===== src/rtl/input_edge_capture_if.sv =====
// Bus-side bundle for input_edge_capture: filtered input, controls and capture results.
// Latency: none (wires only).
// Backpressure: none; results are levels/sticky flags that the consumer acknowledges with clr.
//
// Signals (direction seen from the capture block, i.e. the slave modport):
//   in        in   filtered, already-synchronised input level
//   en        in   capture enable
//   edge_sel  in   00 none, 01 rising, 10 falling, 11 both
//   clr       in   one-cycle pulse, clears pend/ovr
//   cnt_clr   in   one-cycle pulse, clears cnt_out/cnt_sat
//   presc     in   timestamp prescaler (only with INPUT_EDGE_CAPTURE_PRESCALER_EN)
//   cnt_out   out  selected-edge count, saturating
//   cnt_sat   out  sticky saturation flag
//   ts_out    out  timestamp of most recent event
//   pend      out  event pending
//   ovr       out  sticky overrun
//   irq       out  pend & en
interface input_edge_capture_if #(
  parameter int CNT_WIDTH = 16,
  parameter int TS_WIDTH  = 16
);
  logic                 in;
  logic                 en;
  logic [1:0]           edge_sel;
  logic                 clr;
  logic                 cnt_clr;
`ifdef INPUT_EDGE_CAPTURE_PRESCALER_EN
  logic [7:0]           presc;
`endif
  logic [CNT_WIDTH-1:0] cnt_out;
  logic                 cnt_sat;
  logic [TS_WIDTH-1:0]  ts_out;
  logic                 pend;
  logic                 ovr;
  logic                 irq;

`ifdef INPUT_EDGE_CAPTURE_PRESCALER_EN
  modport master (
    output in, en, edge_sel, clr, cnt_clr, presc,
    input  cnt_out, cnt_sat, ts_out, pend, ovr, irq
  );
  modport slave (
    input  in, en, edge_sel, clr, cnt_clr, presc,
    output cnt_out, cnt_sat, ts_out, pend, ovr, irq
  );
`else
  modport master (
    output in, en, edge_sel, clr, cnt_clr,
    input  cnt_out, cnt_sat, ts_out, pend, ovr, irq
  );
  modport slave (
    input  in, en, edge_sel, clr, cnt_clr,
    output cnt_out, cnt_sat, ts_out, pend, ovr, irq
  );
`endif
endinterface


===== src/rtl/input_edge_capture.sv =====
// Edge detector with event counter, timestamp capture and pending/overrun interrupt.
// Latency: input change at posedge N is judged during the following cycle; results update at N+1.
// Backpressure: none; a new event while pend=1 is still captured and flags ovr.
//
// Ports: clk (system clock), rst (synchronous, active-high), bus (input_edge_capture_if.slave,
// carrying in/en/edge_sel/clr/cnt_clr[/presc] and cnt_out/cnt_sat/ts_out/pend/ovr/irq).
// Optional feature: define INPUT_EDGE_CAPTURE_PRESCALER_EN to add the 8-bit timestamp prescaler
// (bus.presc); without it the timestamp counter advances every enabled cycle.
module input_edge_capture #(
  parameter int CNT_WIDTH  = 16,
  parameter int TS_WIDTH   = 16,
  parameter bit DEFAULT_IN = 1'b1
) (
  input logic                 clk,
  input logic                 rst,
  input_edge_capture_if.slave bus
);

  localparam logic [CNT_WIDTH-1:0] CNT_MAX = '1;

  // Registered copy of the input; must reset to the upstream filter's idle level so the
  // first cycle out of reset does not look like an edge.
  logic                 in_q;
  logic                 rise;
  logic                 fall;
  logic                 ev;

  logic [TS_WIDTH-1:0]  ts_cnt;
  logic                 ts_tick;

  logic [CNT_WIDTH-1:0] cnt_q;
  logic [CNT_WIDTH-1:0] cnt_base;
  logic [CNT_WIDTH-1:0] cnt_nxt;
  logic                 sat_q;
  logic                 sat_base;
  logic                 sat_nxt;
  logic [TS_WIDTH-1:0]  ts_q;
  logic                 pend_q;
  logic                 pend_base;
  logic                 pend_nxt;
  logic                 ovr_q;
  logic                 ovr_base;
  logic                 ovr_nxt;

  // Edge detection uses the live edge_sel, so a select change judges the in-flight edge too.
  always_comb begin
    rise = bus.in & ~in_q;
    fall = ~bus.in & in_q;
    ev   = bus.en & ((bus.edge_sel[0] & rise) | (bus.edge_sel[1] & fall));
  end

`ifdef INPUT_EDGE_CAPTURE_PRESCALER_EN
  // Divider counts 0..presc and ticks on the last count. presc_q tracks the port every cycle
  // (even while disabled) so only a change during enabled operation restarts the divider.
  logic [7:0] div_cnt;
  logic [7:0] presc_q;
  logic       presc_chg;

  always_comb begin
    presc_chg = (bus.presc != presc_q);
    ts_tick   = !presc_chg && (div_cnt == presc_q);
  end

  always_ff @(posedge clk) begin
    if (rst) begin
      div_cnt <= '0;
      presc_q <= '0;
    end else begin
      presc_q <= bus.presc;
      if (!bus.en || presc_chg || ts_tick) begin
        div_cnt <= '0;
      end else begin
        div_cnt <= div_cnt + 8'd1;
      end
    end
  end
`else
  always_comb begin
    ts_tick = 1'b1;
  end
`endif

  // Clears are applied first and the event on top, so an event in the same cycle as a clear
  // wins: cnt_clr+ev leaves a count of one, clr+ev leaves pend set and ovr clear.
  always_comb begin
    cnt_base  = bus.cnt_clr ? '0 : cnt_q;
    sat_base  = bus.cnt_clr ? 1'b0 : sat_q;
    pend_base = bus.clr ? 1'b0 : pend_q;
    ovr_base  = bus.clr ? 1'b0 : ovr_q;

    cnt_nxt   = cnt_base;
    sat_nxt   = sat_base;
    pend_nxt  = pend_base;
    ovr_nxt   = ovr_base;

    if (ev) begin
      if (cnt_base != CNT_MAX) begin
        cnt_nxt = cnt_base + CNT_WIDTH'(1);
      end
      sat_nxt  = sat_base | (cnt_nxt == CNT_MAX);
      pend_nxt = 1'b1;
      ovr_nxt  = ovr_base | pend_base;
    end
  end

  always_ff @(posedge clk) begin
    if (rst) begin
      in_q   <= DEFAULT_IN;
      ts_cnt <= '0;
      cnt_q  <= '0;
      sat_q  <= 1'b0;
      ts_q   <= '0;
      pend_q <= 1'b0;
      ovr_q  <= 1'b0;
    end else begin
      in_q <= bus.in;

      if (!bus.en) begin
        ts_cnt <= '0;
      end else if (ts_tick) begin
        ts_cnt <= ts_cnt + TS_WIDTH'(1);
      end

      // Capture the pre-increment counter value of the cycle the event was seen in.
      if (ev) begin
        ts_q <= ts_cnt;
      end

      cnt_q  <= cnt_nxt;
      sat_q  <= sat_nxt;
      pend_q <= pend_nxt;
      ovr_q  <= ovr_nxt;
    end
  end

  assign bus.cnt_out = cnt_q;
  assign bus.cnt_sat = sat_q;
  assign bus.ts_out  = ts_q;
  assign bus.pend    = pend_q;
  assign bus.ovr     = ovr_q;
  assign bus.irq     = pend_q & bus.en;

endmodule


===== src/flat_wrapper.sv =====
// flat-port wrapper written by rule: the top's interface ports become plain ports
module input_edge_capture_flat 
#(
  parameter int CNT_WIDTH  = 16,
  parameter int TS_WIDTH   = 16,
  parameter bit DEFAULT_IN = 1'b1
)
  (clk, rst, bus_in, bus_en, bus_edge_sel, bus_clr, bus_cnt_clr, bus_cnt_out, bus_cnt_sat, bus_ts_out, bus_pend, bus_ovr, bus_irq);
  input_edge_capture_if #(.CNT_WIDTH(CNT_WIDTH), .TS_WIDTH(TS_WIDTH)) bus_i ();
  input logic clk;
  input logic rst;
  input wire logic [$bits(bus_i.in)-1:0] bus_in;
  input wire logic [$bits(bus_i.en)-1:0] bus_en;
  input wire logic [$bits(bus_i.edge_sel)-1:0] bus_edge_sel;
  input wire logic [$bits(bus_i.clr)-1:0] bus_clr;
  input wire logic [$bits(bus_i.cnt_clr)-1:0] bus_cnt_clr;
  output wire logic [$bits(bus_i.cnt_out)-1:0] bus_cnt_out;
  output wire logic [$bits(bus_i.cnt_sat)-1:0] bus_cnt_sat;
  output wire logic [$bits(bus_i.ts_out)-1:0] bus_ts_out;
  output wire logic [$bits(bus_i.pend)-1:0] bus_pend;
  output wire logic [$bits(bus_i.ovr)-1:0] bus_ovr;
  output wire logic [$bits(bus_i.irq)-1:0] bus_irq;
  assign bus_i.in = bus_in;
  assign bus_i.en = bus_en;
  assign bus_i.edge_sel = bus_edge_sel;
  assign bus_i.clr = bus_clr;
  assign bus_i.cnt_clr = bus_cnt_clr;
  assign bus_cnt_out = bus_i.cnt_out;
  assign bus_cnt_sat = bus_i.cnt_sat;
  assign bus_ts_out = bus_i.ts_out;
  assign bus_pend = bus_i.pend;
  assign bus_ovr = bus_i.ovr;
  assign bus_irq = bus_i.irq;
  input_edge_capture #(.CNT_WIDTH(CNT_WIDTH), .TS_WIDTH(TS_WIDTH), .DEFAULT_IN(DEFAULT_IN)) u_core (.clk(clk), .rst(rst), .bus(bus_i));
endmodule

===== config.mk =====
export PLATFORM = sky130hd
export DESIGN_NAME = input_edge_capture_flat
export DESIGN_NICKNAME = d
export VERILOG_FILES = /design/src/rtl/input_edge_capture_if.sv /design/src/rtl/input_edge_capture.sv /design/src/flat_wrapper.sv
export SDC_FILE = /design/constraint.sdc
export NUM_CORES = 1
export LEC_CHECK = 0
export BUFFER_PORTS_ARGS = -buffer_cell sky130_fd_sc_hd__buf_2
export CORE_MARGIN = 5
export CORE_UTILIZATION = 35
export CTS_BUF_LIST = sky130_fd_sc_hd__clkbuf_8
export DETAILED_ROUTE_END_ITERATION = 8
export PLACE_DENSITY = 0.54
export SYNTH_ARGS = -nofsm -noshare
export SYNTH_HDL_FRONTEND = slang
export SYNTH_SLANG_ARGS = --single-unit

===== constraint.sdc =====
create_clock -name clk -period 3.63 [get_ports clk]
set_input_delay 0.5445 -clock clk [delete_from_list [all_inputs] [get_ports clk]]
set_output_delay 0.5445 -clock clk [all_outputs]
set_load 0.01 [all_outputs]

# Word level (Yosys, flattened, before mapping)
# Index checks and enable logic that the tools add are counted.
[totals] regBits=52 input_bits=8 output_inout_bits=36 elab_cells=34
[op_classes] add_sub_neg=2 n_eq_ne=2 muxes=10 bitwise_logic=12 reduce_logical=1
[op_table] op="$mux 16" n=4
[op_table] op="$add 16x1->16 const B" n=2
[op_table] op="$eq 16x16->1 const B" n=1
[op_table] op="$ne 16x16->1 const B" n=1
[op_table] op="$and 1x1->1" n=6
[op_table] op="$mux 1" n=6
[op_table] op="$not 1->1" n=3
[op_table] op="$or 1x1->1" n=3
[op_table] op="$reduce_or 2->1" n=1

# Longest topological paths before layout
# Gate-level depths: netlist of the first run.
[logic_depth] depth_word=9 mapped_depth=8 ltp_nobuf=6

# Worst setup path before layout of the first run
# OpenSTA, ideal clock, no wires.
[synth_path] kind="input-to-reg" start="input port bus_edge_sel[1]" end="register u_core.ts_q[10], in the netlist u_core.bus.ts_out[10]" setup_time_ns=0.070 arrival_ns=1.765 t_required_ns=3.560 setup_slack_ns=1.795 path_stages=6 path_buffers=2 cell_sequence="and3b_1 o21ai_2 buf_2 buf_2 nand2_1 a21oi_1"
[synth_between] elab_chain_cells=3
[synth_rtl] item="start: declaration" line_no="flat_wrapper.sv:14" source="input wire logic [$bits(bus_i.edge_sel)-1:0] bus_edge_sel;"
[synth_rtl] item="$and 1x1->1" line_no="input_edge_capture.sv:49" source="ev = bus.en & ((bus.edge_sel[0] & rise) | (bus.edge_sel[1] & fall));"
[synth_rtl] item="$or 1x1->1" line_no="input_edge_capture.sv:49"
[synth_rtl] item="$and 1x1->1" line_no="input_edge_capture.sv:49"
[synth_rtl] item="end signal: assignment" line_no="input_edge_capture.sv:126" source="ts_q <= ts_cnt;"
[synth_rtl] item="end: declaration" line_no="input_edge_capture.sv:37" source="logic [TS_WIDTH-1:0] ts_q;"
# No other way between the ends.
# A chain may end at the register's enable or synchronous reset.

# Worst setup path in the final report of the first run
[layout_path] start="input port bus_cnt_clr" end="register u_core.cnt_q[5], in the netlist u_core.bus.cnt_out[5]"
[layout_between] elab_chain_cells=5
[layout_rtl] item="start: declaration" line_no="flat_wrapper.sv:16" source="input wire logic [$bits(bus_i.cnt_clr)-1:0] bus_cnt_clr;"
[layout_rtl] item="$mux 16 (*)" line_no="input_edge_capture.sv:86" source="cnt_base = bus.cnt_clr ? '0 : cnt_q;"
[layout_rtl] item="$add 16x1->16 / $ne 16x16->1 (equally long branches)" line_no="input_edge_capture.sv:98, input_edge_capture.sv:97"
[layout_rtl] item="$mux 16" line_no="input_edge_capture.sv:97" source="if (cnt_base != CNT_MAX) begin"
[layout_rtl] item="$mux 16" line_no="input_edge_capture.sv:96" source="if (ev) begin"
[layout_rtl] item="$mux 16 (*)" line_no="input_edge_capture.sv:96"
[layout_rtl] item="end signal: assignment" line_no="input_edge_capture.sv:129" source="cnt_q <= cnt_nxt;"
[layout_rtl] item="end: declaration" line_no="input_edge_capture.sv:31" source="logic [CNT_WIDTH-1:0] cnt_q;"
# Every way passes the cells marked *; elsewhere a longest branch is shown, timed or not. The select of a mux whose other input is x is not followed.

==> metrics, run 1 <==
outcome=complete, no violations; max-cap violation count=0; ys async rst share=0; post-layout instance area=2720 um^2; Required @ worst endpoint=3.81 ns; Worst Hold End=u_core.bus.ovr; row cnt=30; drt first pass iters=4; io pins=44; hold buffer count at cts=0; clock tree buffer depth=2; r2r endpoint=u_core.bus.cnt_out[5]; crit path capture type=flop; critical path cell sequence=buf_2, and4b_1, and3_1, a211oi_1, xnor2_1, nor2b_1; Synth cell types=45; grt total ovfl=0; Post-synth EDFFs=0; Synth Flop Type=dfxtp_1; XOR/XNOR Fraction of Synth Area=0.0849; global-route usage over all layers=0.134; startpoint types=input port; R2R cell count=5; Synth Area in Adders=0.00527; Num CTS Buffers=5; Initial Util=0.355; leakage power=1.01 nW; Cell Area, Synth=2370 um^2; first-pass GRT wire length=9.45 mm; period utilization=0.546; max incr delay on CP=0.60 ns; Clock transition at path regs=0.10 ns; final setup fails=0; Fillers=702; ANT nets after route=0; CP Max Fanout=15; Area contributors post-synth=dfxtp_1, nand2_1, xnor2_1; crit path time final=1.98 ns; Synth Area in Compound Gates=0.153; relative slew slack=0.341; die width=92.3 um; initial antenna violation count=0; R2R Setup Slk=1.66 ns; net count reported at finish=323; core area=6680 um^2; setup_tns=0 ns; syn_nets=288; post-synthesis sequential area ratio=0.439; Finished Core Util=0.407; DP Wirelength=3.83 mm; Vias/cell=5.07; P per Cell Area=382 nW/um^2; largest net degree at the start of global routing=31; post-CTS resize count=0; post-synth top area share=0.439; Synth Area in Simple Gates=0.267; max-slew violations=0; Iteration-0 DRC Markers=72; Avg WL per Cell=13.6 um; # port buffers=43; top cells by count, synth=dfxtp_1, nand2_1, nor2_1; Hold WC Path Type=input port to flop; # clock sinks=52; Synth area leader=dfxtp_1; GPL Wtd Cong=0.760; proportion of synthesized area in mux cells=0; Post-DP Area=2600 um^2; cells after synthesis=279; Reg-to-Reg Start=u_core.bus.cnt_out[1]; RSZ-0062 raised after global routing=false; Setup CP Type=input port to flop; CTS tree=done; die span in y=92.3 um; setup ws final=1.65 ns; share of layout cells above drive strength 1=0.203; register bit total from synthesis=52; hold depth=2; vias in the first global route=2015; startpoint of the worst hold path=bus_clr; H-tree level count=2; slowest CP cell=and3_1; Detailed Route WL=5.39 mm; worst skew pair latency=0.30 ns; Yosys warning count=0; final hold vios=0; diode count=0; vias=2001; DRC=0; Max VDD drop=198 uV; Mean Syn Cell Area=8.50 um^2; pre-CTS WS=1.34 ns; DIE AREA=8520 um^2; Arrival @ worst endpoint=2.16 ns; largest family of logic cells by synthesized area=simple AND/OR/NAND/NOR gates; top-count cell post-synth=dfxtp_1; Clock Tree Root=clkbuf_8; Max Fclk=0.505 GHz; Clock Skew=0.00723 ns; post-CTS setup buffers=0; Area Growth Syn to Fin=14.8%; Worst-Margin Slew=0.988 ns
## worst max-delay path by stage
stage,startpoint,to,depth (start not counted)
after detailed placement,bus_cnt_clr,u_core.bus.cnt_out[5],6
after floorplan,bus_edge_sel[1],u_core.bus.ts_out[10],6
after global routing,u_core.bus.cnt_out[1],u_core.bus.cnt_out[3],4
final,bus_cnt_clr,u_core.bus.cnt_out[5],6
after CTS,u_core.bus.cnt_out[1],u_core.bus.cnt_out[3],4
after global placement,bus_cnt_clr,u_core.bus.cnt_out[5],6
## layout make-up
type	instances	area, um^2	area share
clock inverters	2	38.8	0.0142
clock buffers	6	82.6	0.0303
inverters	7	26.3	0.00965
repair buffers	44	223	0.0818
multi-input cells	204	1210	0.445
flip-flops and latches	52	1040	0.382
well taps	80	100	0.0368
## registers in the layout (all words and copies together) (netlist names)
register,count
u_core.bus.ovr,1
u_core.in_q,1
u_core.bus.cnt_sat,1
u_core.bus.pend,1
u_core.bus.ts_out,16
u_core.bus.cnt_out,16
u_core.ts_cnt,16
## worst max-delay path, delay by kind of cell
kind	cells	cell delay, ns
compound gates	1	0.18
xor+xnor	1	0.17
buf+inv	1	0.16
simple gates	3	1.10
## where the power goes
group,internal (mW),switching [mW],leakage (nW)
logic,0.0103,0.0270,0.530
clock network,0.226,0.201,0.0614
registers,0.573,0.00275,0.419
## kinds of logic after synthesis
family,after synthesis
simple gates,128
xor+xnor,23
fa+ha+maj,1
buf+inv,23
compound gates,52
flops,52
## layout by cell type, fill, tap and decap left out, drive strengths merged, types with 4 or more instances in the layout
master	count
a21oi	26
o21ai	7
inv	7
dfxtp	52
and3	4
and4	4
and2	4
nor2	27
a211oi	5
xor2	8
nand3	8
clkbuf	6
nor3	6
nand2	48
xnor2	15
nand4	9
buf	44
## layer usage
metal,vias up,GRT usage,wire length (um)
li1,1031,-,-
met1,925,0.165,2520
met2,36,0.226,2540
met3,9,0.0292,209
met4,0,0.0545,121
met5,-,0,0
## metrics by stage
step,power (mW),instances,hold slack [ns]
6_report,1.04,395,0.396
5_1_grt,1.08,395,0.396
4_1_cts,1.05,395,0.390
3_5_place_dp,0.627,387,0.446
3_3_place_gp,0.627,387,0.442
2_1_floorplan,0.613,279,0.437
Power figures use the tool's default switching activity.
==> run 2, diff against run 1 <==
- clock period: 3.63 -> 1.9 ns (I/O delays scaled with it)
==> metrics, run 2 (synthesis results as in run 1) <==
relative slew slack=0.743; crit path capture type=flop; DP Wirelength=4.09 mm; max-slew violations=0; max incr delay on CP=0.43 ns; GPL Wtd Cong=0.825; placed insts=403; outcome=complete, no violations; Worst-Margin Slew=0.382 ns; net count reported at finish=339; hold buffer count at cts=0; combinational share of power=0.045; Clk pwr share=0.347; Required @ worst endpoint=2.10 ns; Arrival @ worst endpoint=1.93 ns; Internal=1.38 mW; grt total ovfl=0; switching pwr=0.430 mW; largest net degree at the start of global routing=18; Fillers=687; drt first pass iters=6; die span in y=92.3 um; Max VDD drop=251 uV; P per Cell Area=644 nW/um^2; startpoint types=flop; vias in the first global route=2040; share of layout cells above drive strength 1=0.239; # port buffers=43; setup_tns=0 ns; max-cap violation count=0; global-route usage over all layers=0.137; commonest non-fill, non-tap cell in the layout=dfxtp_1; DRC=0; initial antenna violation count=0; CTS tree=done; area taken by multi-input logic gates=1210 um^2; core area=6680 um^2; first-pass GRT wire length=9.57 mm; Area Growth Syn to Fin=18.5%; most frequent cells in the layout=dfxtp_1, nand2_1, buf_2; DIE AREA=8520 um^2; Sw Ratio=0.238; Hold Slack=0.149 ns; io pins=44; diode count=0; Num CTS Buffers=5; Clock transition at path regs=0.10 ns; period utilization=0.908; slowest CP cell=a2111oi_2; Avg WL per Cell=13.8 um; Clock Skew=0.00862 ns; leakage power=1.08 nW; RSZ-0062 raised after global routing=false; die width=92.3 um; crit path time final=1.73 ns; Iteration-0 DRC Markers=78; Initial Util=0.355; final setup fails=0; Finished Layout Cells=411; # clock sinks=52; Hold WC Path Type=input port to flop; clock tree buffer depth=2; ANT nets after route=0; vias=2104; Vias/cell=5.12; final hold vios=0; post-CTS setup buffers=0; critical path cell sequence=and4b_1, nand3_1, a2111oi_2, xnor2_1, nor2_1; CP Max Fanout=7; Detailed Route WL=5.67 mm; Clock Tree Root=clkbuf_8; H-tree level count=2; row cnt=30; Setup CP Type=flop to flop; worst skew pair latency=0.31 ns; Max Fclk=0.579 GHz; Sequential Power Share=0.608; Register Area=1040 um^2
==> run 2: changes by cell type in the layout (fill, tap and decap cells not counted), sizes merged <==
| cell | previous run | this run |
|---|---|---|
| clkbuf | 6 | 5 |
| inv | 7 | 8 |
| buf | 44 | 60 |
| bufinv | 1 | 0 |
| clkinvlp | 0 | 1 |
==> run 2: what timing repair did <==
action,CTS,global route
gates resized for setup,0,0
endpoints found under the hold margin,0,0
setup endpoints to repair,0,1
==> run 2: cell type report <==
class                      instances  share of cell area
clock buffer                       5              0.0245
clock inverter                     3             0.00712
inverter                           7             0.00935
multi-input combinational        204               0.431
sequential                        52               0.370
tap                               80              0.0356
timing repair buffer              60               0.122
==> run 2: power by group through the flow <==
stage | Sequential [mW] | Clock, mW | Combinational [mW]
final | 1.10 | 0.628 | 0.0815
after global routing | 1.10 | 0.707 | 0.0909
after CTS | 1.10 | 0.654 | 0.0828
after detailed placement | 1.13 | 0 | 0.0825
after global placement | 1.13 | 0 | 0.0823
after floorplan | 1.13 | 0 | 0.0459
==> run 2: critical path, delay by kind of cell, from the launching register on <==
kind,cells,cell delay (ns)
xor gates and xnor gates,1,0.16
AOI/OAI and AO/OA,1,0.43
and+or+nand+nor,3,0.61
DFF,1,0.42
==> run 2: routing by layer <==
layer  up-vias  routed length [um]  track usage
met3        10                 248       0.0333
met2        44                2770        0.230
met1       988                2530        0.168
li1       1062                   -            -
met4         0                 121       0.0569
met5         -                   0            0
==> run 2: worst paths after layout <==
path / startpoint / slack [ns] / cells after the start / endpoint
worst max-delay path: u_core.bus.cnt_out[3] / 0.17 / 5 / u_core.bus.cnt_out[6]
worst min-delay path: bus_clr / 0.15 / 2 / u_core.bus.ovr
worst max register to register: u_core.bus.cnt_out[3] / 0.17 / 5 / u_core.bus.cnt_out[6]
worst min register to register: u_core.bus.ts_out[13] / 0.46 / 2 / u_core.bus.ts_out[13]
==> run 2: per-stage QoR <==
step | instance area [um^2] | setup WS (ns) | power [mW] | utilization
after global placement | 2720 | 0.114 | 1.21 | 0.407
after CTS | 2810 | 0.138 | 1.84 | 0.421
after floorplan | 2370 | 0.245 | 1.17 | -
after detailed placement | 2720 | 0.0746 | 1.21 | 0.407
final | 2810 | 0.174 | 1.81 | 0.421
after global routing | 2810 | 0.0785 | 1.90 | 0.421
==> run 3, diff against run 2 <==
- CORE_UTILIZATION: 35 -> 30
- PLACE_DENSITY: 0.54 -> 0.47
==> metrics, run 3 (synthesis results as in run 1) <==
Required @ worst endpoint=2.14 ns; Initial Util=0.307; # clock sinks=52; share of layout cells above drive strength 1=0.249; Max VDD drop=269 uV; initial antenna violation count=0; outcome=complete, no violations; period utilization=0.889; startpoint types=flop; worst skew pair latency=0.30 ns; max-cap violation count=0; Max Fclk=0.592 GHz; clock tree buffer depth=2; Clk pwr share=0.350; crit path time final=1.69 ns; vias in the first global route=2075; die width=98.9 um; crit path capture type=flop; commonest non-fill, non-tap cell in the layout=dfxtp_1; net count reported at finish=341; M1 GR Usage=0.158; Iteration-0 DRC Markers=70; relative slew slack=0.732; vias=2086; Vias/cell=4.80; DRC=0; die span in y=98.9 um; leakage power=1.09 nW; final hold vios=0; first-pass GRT wire length=10.1 mm; Hold WC Path Type=input port to flop; # port buffers=43; diode count=0; overall power consumption=1.82 mW; DIE AREA=9790 um^2; grt met2 use=0.207; drt first pass iters=4; Clock Tree Root=clkbuf_8; Area Growth Syn to Fin=20.9%; Detailed Route WL=5.80 mm; row cnt=32; Clock Skew=0.00644 ns; combinational share of power=0.048; largest net degree at the start of global routing=20; max-slew violations=0; global-route usage over all layers=0.124; core area=7730 um^2; hold buffer count at cts=0; switching pwr=0.436 mW; RSZ-0062 raised after global routing=false; Avg WL per Cell=13.3 um; Clock transition at path regs=0.10 ns; R2R Setup Slk=0.21 ns; Worst-Margin Slew=0.396 ns; CTS tree=done; Sw Ratio=0.239; setup_tns=0 ns; Sequential Power Share=0.603; grt total ovfl=0; Setup CP Type=flop to flop; ANT nets after route=0; final setup fails=0; GR Util met3=0.0297; P per Cell Area=636 nW/um^2; most frequent cells in the layout=dfxtp_1, nand2_1, buf_2; Most Crowded Layer GR=met2; Num CTS Buffers=5; GPL Wtd Cong=0.867; DP Wirelength=4.28 mm; Arrival @ worst endpoint=1.93 ns; Internal=1.39 mW; CP Max Fanout=7; H-tree level count=2; io pins=44
## run 3: cell count changes in the layout (fill, tap and decap cells not counted)
cell / delta
inv_1: -1
clkinv_4: -1
clkinv_2: +1
and4b_1: -1
buf_4: +1
inv_6: +1
and4b_2: +1
buf_12: +1
## run 3: worst max-delay path: stages, from the launching register on
cell       delay, ns
dfxtp_1         0.41
and4b_2         0.32
nand4_1         0.20
a2111oi_4       0.43
nand3_1         0.13
a21oi_1         0.14
## run 3: worst paths after layout
path | startpoint | end | cells after the start
min | bus_clr | u_core.bus.ovr | 2
min reg2reg | u_core.bus.ts_out[0] | u_core.bus.ts_out[0] | 2
max reg2reg | u_core.bus.cnt_out[3] | u_core.bus.cnt_out[15] | 5
max | u_core.bus.cnt_out[3] | u_core.bus.cnt_out[15] | 5
## run 3: layout make-up
type / instances / area, um^2
Fill cell: 817 / 4860
Clock buffer: 5 / 68.8
Multi-Input combinational cell: 204 / 1210
Sequential cell: 52 / 1040
Timing Repair Buffer: 62 / 370
Tap cell: 102 / 128
Inverter: 7 / 26.3
Clock inverter: 3 / 21.3
## run 3: layer usage
metal | part of all wire | vias up
li1 | - | 1068
met1 | 0.45 | 967
met2 | 0.49 | 45
met3 | 0.044 | 6
met4 | 0.012 | 0
met5 | 0 | -
## run 3: repair_timing
item,CTS,global route
gates resized for setup,0,1
endpoints found under the setup margin,0,1
buffers inserted,0,0
## run 3: power groups by stage
stage	Combinational (mW)	Clock, mW	Sequential (mW)
finish	0.0870	0.638	1.10
global route	0.0984	0.717	1.10
CTS	0.0890	0.675	1.10
detailed placement	0.0888	0	1.12
global placement	0.0889	0	1.12
floorplan	0.0459	0	1.13
## run 3: stage by stage
step / instance area [um^2] / hold slack, ns / setup slack [ns] / util / std cells
2_1_floorplan: 2370 / 0.362 / 0.245 / - / 279
3_3_place_gp: 2780 / 0.442 / 0.113 / 0.359 / 427
3_5_place_dp: 2780 / 0.441 / 0.0933 / 0.359 / 427
4_1_cts: 2870 / 0.128 / 0.174 / 0.371 / 435
5_1_grt: 2870 / 0.131 / 0.00441 / 0.371 / 435
6_report: 2870 / 0.138 / 0.211 / 0.371 / 435
